File: src/rtl/mitchel_div_pipe.sv
// mitchel_div_pipe
// ----------------
// Three-stage pipelined signed divider using Mitchell's logarithmic
// approximation. Each operand is split into a leading-one position k and
// an 8-bit fraction f; the quotient is rebuilt from e = kx - ky and the
// fraction difference, which gives a Q10.8 result.
//
// Ports
//   clk        rising-edge clock
//   rst_n      synchronous active-low reset
//   x, y       signed 9-bit dividend / divisor
//   in_valid   operand pair valid
//   in_ready   operand pair accepted when high together with in_valid
//   q          signed Q10.8 quotient (18 bits)
//   dz         divide-by-zero flag, qualified by out_valid
//   out_valid  result valid
//   out_ready  consumer accepts the result
//   done_cnt   count of completed output handshakes (wraps)
//
// Handshake: a transfer happens on a rising edge where valid and ready are
// both high. A producer holding valid keeps its payload stable until the
// transfer. The whole pipe advances as one unit (en = !out_valid ||
// out_ready). While the output is stalled nothing moves, bubbles included,
// and in_ready stays low.

module mitchel_div_pipe (
  input  logic        clk,
  input  logic        rst_n,
  input  logic [8:0]  x,
  input  logic [8:0]  y,
  input  logic        in_valid,
  output logic        in_ready,
  output logic [17:0] q,
  output logic        dz,
  output logic        out_valid,
  input  logic        out_ready,
  output logic [15:0] done_cnt
);

  // Position of the most significant set bit. Returns 0 for a zero input.
  // Callers use the zero flags to cover that case.
  function automatic logic [3:0] lead_pos(input logic [8:0] a);
    lead_pos = 4'd0;
    for (int i = 0; i < 9; i++) begin
      if (a[i]) lead_pos = 4'(i);
    end
  endfunction

  // Bits below the leading one, left-aligned into 8 fraction bits.
  function automatic logic [7:0] frac_of(input logic [8:0] a, input logic [3:0] k);
    logic [8:0] rem;
    logic [8:0] sh;
    rem = a & ~(9'd1 << k);
    sh  = rem << (4'd8 - k);
    return sh[7:0];
  endfunction

  logic en;
  assign en       = !out_valid || out_ready;
  assign in_ready = en;

  // ---------------------------------------------------------------------
  // Stage 1 input logic: magnitudes, leading-one positions, fractions
  // ---------------------------------------------------------------------
  logic [8:0] ax, ay;
  logic [3:0] kx_c, ky_c;
  logic [7:0] fx_c, fy_c;

  // |-256| = 256 still fits as a 9-bit unsigned value.
  assign ax   = x[8] ? 9'(~x + 9'd1) : x;
  assign ay   = y[8] ? 9'(~y + 9'd1) : y;
  assign kx_c = lead_pos(ax);
  assign ky_c = lead_pos(ay);
  assign fx_c = frac_of(ax, kx_c);
  assign fy_c = frac_of(ay, ky_c);

  logic       s1_v;
  logic       s1_sign, s1_xz, s1_yz;
  logic [3:0] s1_kx, s1_ky;
  logic [7:0] s1_fx, s1_fy;

  // ---------------------------------------------------------------------
  // Stage 2 input logic: exponent difference and mantissa select
  // ---------------------------------------------------------------------
  logic              fx_ge;
  logic [8:0]        diff9;
  logic [8:0]        m_c;
  logic signed [4:0] e_raw, e_c;

  assign fx_ge = s1_fx >= s1_fy;
  assign e_raw = $signed({1'b0, s1_kx}) - $signed({1'b0, s1_ky});
  // Modulo-512 difference. When fx < fy it already equals 512 + fx - fy,
  // so only the fx >= fy branch needs the implicit leading one added.
  assign diff9 = {1'b0, s1_fx} - {1'b0, s1_fy};
  assign m_c   = fx_ge ? (9'h100 + diff9) : diff9;
  assign e_c   = fx_ge ? e_raw : (e_raw - 5'sd1);

  logic              s2_v;
  logic              s2_sign, s2_xz, s2_yz;
  logic [8:0]        s2_m;
  logic signed [4:0] s2_e;

  // ---------------------------------------------------------------------
  // Stage 3 input logic: denormalise, apply sign, handle zero operands
  // ---------------------------------------------------------------------
  logic [16:0] mag;
  logic [4:0]  rsh;
  logic [17:0] q_c;
  logic        dz_c;

  always_comb begin
    mag = 17'd0;
    rsh = 5'd0;
    if (!s2_e[4]) begin
      mag = 17'(s2_m) << s2_e[3:0];
    end else begin
      // e ranges down to -9, so the right shift can push m to zero.
      rsh = 5'd0 - s2_e;
      mag = 17'(s2_m) >> rsh;
    end
  end

  always_comb begin
    q_c  = 18'd0;
    dz_c = 1'b0;
    if (s2_yz) begin
      // Divide by zero saturates toward the sign of x. 0/0 gives 0.
      dz_c = 1'b1;
      if (s2_xz)        q_c = 18'd0;
      else if (s2_sign) q_c = 18'h20001;
      else              q_c = 18'h1FFFF;
    end else if (s2_xz) begin
      q_c = 18'd0;
    end else if (s2_sign) begin
      q_c = 18'd0 - {1'b0, mag};
    end else begin
      q_c = {1'b0, mag};
    end
  end

  // ---------------------------------------------------------------------
  // Pipeline registers
  // ---------------------------------------------------------------------
  always_ff @(posedge clk) begin
    if (!rst_n) begin
      s1_v      <= 1'b0;
      s1_sign   <= 1'b0;
      s1_xz     <= 1'b0;
      s1_yz     <= 1'b0;
      s1_kx     <= 4'd0;
      s1_ky     <= 4'd0;
      s1_fx     <= 8'd0;
      s1_fy     <= 8'd0;
      s2_v      <= 1'b0;
      s2_sign   <= 1'b0;
      s2_xz     <= 1'b0;
      s2_yz     <= 1'b0;
      s2_m      <= 9'd0;
      s2_e      <= 5'sd0;
      out_valid <= 1'b0;
      q         <= 18'd0;
      dz        <= 1'b0;
      done_cnt  <= 16'd0;
    end else begin
      if (en) begin
        s1_v      <= in_valid;
        s1_sign   <= x[8] ^ y[8];
        s1_xz     <= (x == 9'd0);
        s1_yz     <= (y == 9'd0);
        s1_kx     <= kx_c;
        s1_ky     <= ky_c;
        s1_fx     <= fx_c;
        s1_fy     <= fy_c;

        s2_v      <= s1_v;
        s2_sign   <= s1_sign;
        s2_xz     <= s1_xz;
        s2_yz     <= s1_yz;
        s2_m      <= m_c;
        s2_e      <= e_c;

        out_valid <= s2_v;
        // The visible result only changes when a real result arrives.
        if (s2_v) begin
          q  <= q_c;
          dz <= dz_c;
        end
      end
      if (out_valid && out_ready) begin
        done_cnt <= done_cnt + 16'd1;
      end
    end
  end

endmodule

File: config.mk
export PLATFORM = sky130hd
export DESIGN_NAME = mitchel_div_pipe
export DESIGN_NICKNAME = d
export VERILOG_FILES = /design/src/rtl/mitchel_div_pipe.sv
export SDC_FILE = /design/constraint.sdc
export NUM_CORES = 1
export LEC_CHECK = 0
export CORE_AREA = 8 8 119 121
export CTS_CLUSTER_DIAMETER = 40
export DETAILED_ROUTE_END_ITERATION = 12
export DIE_AREA = 0 0 127 129
export PLACE_DENSITY_LB_ADDON = 0.15
export SLEW_MARGIN = 10
export SYNTH_ARGS = -nofsm -noshare
export SYNTH_HDL_FRONTEND = slang
export SYNTH_SLANG_ARGS = --single-unit
File: constraint.sdc
create_clock -name clk -period 6 [get_ports clk]
set_clock_uncertainty 0.15 [all_clocks]
set_input_delay 1.8 -clock clk [delete_from_list [all_inputs] [get_ports clk]]
set_output_delay 1.8 -clock clk [all_outputs]
set_load 0.02 [all_outputs]
==> results of run 1 <==
-- area by class of cell --
cell class | instances | area (sq um) | share of cell area [%]
clock buffers | 10 | 239 | 2.98
clock inverters | 6 | 71.3 | 0.890
inverters | 42 | 158 | 1.97
flip-flops and latches | 82 | 1640 | 20.5
repair buffers | 70 | 666 | 8.31
multi-input cells | 714 | 5050 | 63.0
well taps | 150 | 188 | 2.34
-- worst paths after layout --
kind | from | to
worst max-delay path | y[1] | s1_fy[7]$_SDFFE_PN0N_
worst min-delay path | s1_fy[6]$_SDFFE_PN0N_ | s1_fy[6]$_SDFFE_PN0N_
worst max register to register | s2_e[2]$_SDFFE_PN0N_ | q[13]$_SDFFE_PN0P_
worst min register to register | s1_fy[6]$_SDFFE_PN0N_ | s1_fy[6]$_SDFFE_PN0N_
-- placed cells by master (no fill, tap or decap), drive strengths merged, types with 6 or more instances in the layout --
cell	synthesis	layout
clkbuf	47	10
clkdlybuf4s50	0	57
a21boi	17	17
or2	10	10
a211oi	7	7
a31oi	22	22
o31ai	10	10
nand3	25	25
nor2b	22	22
nand3b	6	6
mux4	14	14
and2	34	34
a21o	7	7
xor2	12	12
and3	11	11
inv	42	44
ha	30	30
a21oi	35	35
nor3	18	18
nand2	103	103
nor3b	7	7
dfxtp	82	82
nor2	53	53
mux2	10	10
o211ai	9	9
nand4	14	14
xnor2	26	26
a211o	7	7
nor4	7	7
nand2b	10	10
or3	12	12
o21a	7	7
buf	18	13
mux2i	26	26
o21ai	55	55
-- state kept, by name (all words and copies together), names as in the netlist --
register   cells
q             18
done_cnt      16
s2_m           9
s1_fx          8
s1_fy          8
s2_e           5
s1_kx          4
s1_ky          4
dz             1
out_valid      1
s1_sign        1
s1_v           1
s1_xz          1
s1_yz          1
s2_sign        1
s2_v           1
s2_xz          1
s2_yz          1
-- per-stage QoR --
stage | total power, uW | instances
floorplan | 1900 | 903
global placement | 2130 | 1058
detailed placement | 2170 | 1058
CTS | 2760 | 1074
global route | 2940 | 1074
finish | 2780 | 1074
-- kinds of logic after synthesis --
kind of cell | after synthesis | share of synthesized area (%)
fa+ha+maj | 32 | 5.75
flops | 82 | 22.7
mux | 50 | 9.89
simple gates | 351 | 25.6
buf+inv | 107 | 7.45
compound gates | 243 | 23.9
xor+xnor | 38 | 4.71
-- critical path, stage by stage --
cell and delay [ns]:
clkdlybuf4s50_1 0.49, inv_1 0.14, ha_1 0.23, nor3b_1 0.38
a21boi_1 0.13, a221o_1 0.34, a221oi_2 0.24, o21ai_2 0.11
inv_1 0.14, ha_1 0.20, nor2_1 0.06, a21oi_1 0.14
o21ai_0 0.13, mux2_2 0.31, mux4_2 0.47, a22o_1 0.21
-- routing by layer --
| layer | global-route usage, % | vias up | part of all wire, % |
|---|---|---|---|
| li1 | - | 3326 | - |
| met1 | 27.2 | 3298 | 43 |
| met2 | 39.3 | 216 | 50 |
| met3 | 2.57 | 46 | 4.4 |
| met4 | 11.7 | 0 | 3.1 |
| met5 | 0 | - | 0 |
-- power by group through the flow --
stage	sequential, uW	clock, uW	combinational, uW
after floorplan	685	0	1210
after global placement	740	0	1390
after detailed placement	741	0	1420
after CTS	729	591	1440
after global routing	746	611	1590
final	733	588	1460
==> flow_summary.toml, run 1 <==
[clock_tree]
postCtsSetupRepairBufs = 0
clk_pin_slew_ns = 0.07
cts_tree = "done"
cts_buffers = 9
clock_sinks = 82
clock_path_buffers = 2
clk_latency_ns = 0.35
cts_resized = 0
htree_levels = 3
cts-root-buf = "clkbuf_16"
cts_hold_buffers = 0

[placed_design]
portBuffers = 58
dp_hpwl_microns = 14100
placed_area_sq_um = 7700
place.gp.congestion = 0.925
pre_cts_ws_ns = 0.226

[global_routing]
antenna_found_initial = 0
grt_use_total_pct = 22.6
overflow = 0
first_global_vias = 6458
grt_pass1_wl_microns = 30900
grt_max_degree = 50

[power]
power.density_nw_per_um2 = 347
p_clk_share_pct = 21.2
intPower_uw = 1570
cellLeakagePower_uw = 0.00314
p_sw_share_pct = 43.4
power_frac_seq_pct = 26.4
irDropWorstVdd_mv = 0.180
p_sw_uw = 1210
comb_power_share_pct = 52.5

[synthesis]
ys_seq_elements = 82
seq_area_frac_synth_pct = 22.7
avgSynthCellArea_sq_um = 8.00
syn_nets = 957
synth_flop_cell = "dfxtp_1"
yosys.cell_count.top_type = "nand2_1"
synth_top_area_share_pct = 22.7
syn_inst = 903
yosys-top-cells-count = "nand2_1, dfxtp_1, nor2_1, o21ai_0, inv_1"
synthesis.area_sq_um = 7220
synthTopCellsByArea = "dfxtp_1, nand2_1, ha_1, mux2i_1, o21ai_0"
synth_area_leader_cell = "dfxtp_1"
synth_edf_count = 0
yosysWarnings = 0
synth_cell_types = 94
ys_async_sr_fraction_pct = 0

[sta]
clock.fmax_mhz = 183
post-route-period-util_pct = 91.0
finalMaxSlewViolations = 0
maxSlewHeadroom_pct = 21.3
hold_ws_ns = 0.321
finalCriticalPeriod_ns = 5.46
finalHoldViolCount = 0
worst_pin_slew_ns = 1.18
finalSetupViolCount = 0
rsz0062_at_grt = "no"
worst_slack_ns = 0.539
tns_ns = 0

[floorplan]
start_util_pct = 58.7
fp-row-count = 41
dieArea_sq_um = 16400
coreArea_sq_um = 12300
die_h_microns = 129
fp.dieW_microns = 127
io_pins = 59

[detailed_routing]
num_vias = 6886
wl_microns = 18900
viasPerCell = 6.41
dr.pass1.iters = 5
drcViolationCount = 0
drt_iter0_markers = 715
antenna_left = 0
drt-wirelength-per-cell_microns = 17.6

[critical_path]
cp-start-kind = "input port"
cp_data_required_time_ns = 6.09
cp-end-kind = "flop"
cp.arrival_ns = 5.55
ff2ff_path_depth = 8
worstPathMaxFanout = 6
r2r_setup_slack_ns = 2.00
critical_path_class = "in -> reg"

[min_path]
holdPathStages = 2
min_path_type = "reg -> reg"

[cells_and_area]
post-route-util_pct = 65.1
fin_nets = 973
fill_cells = 1084
drive_above_1_share_pct = 9.52
synthToLayoutAreaGrowth_pct = 10.9
diodes = 0
final_area_sq_um = 8010

[status]
status = "finished clean"

[run]
cap_violations = 0
Power figures use the tool's default switching activity.
==> run 2: changes to the inputs <==
CTS_CLUSTER_DIAMETER = unset   (was 40)
==> results of run 2 <==
The final DEF is identical to that of run 1; final timing and power are the same.
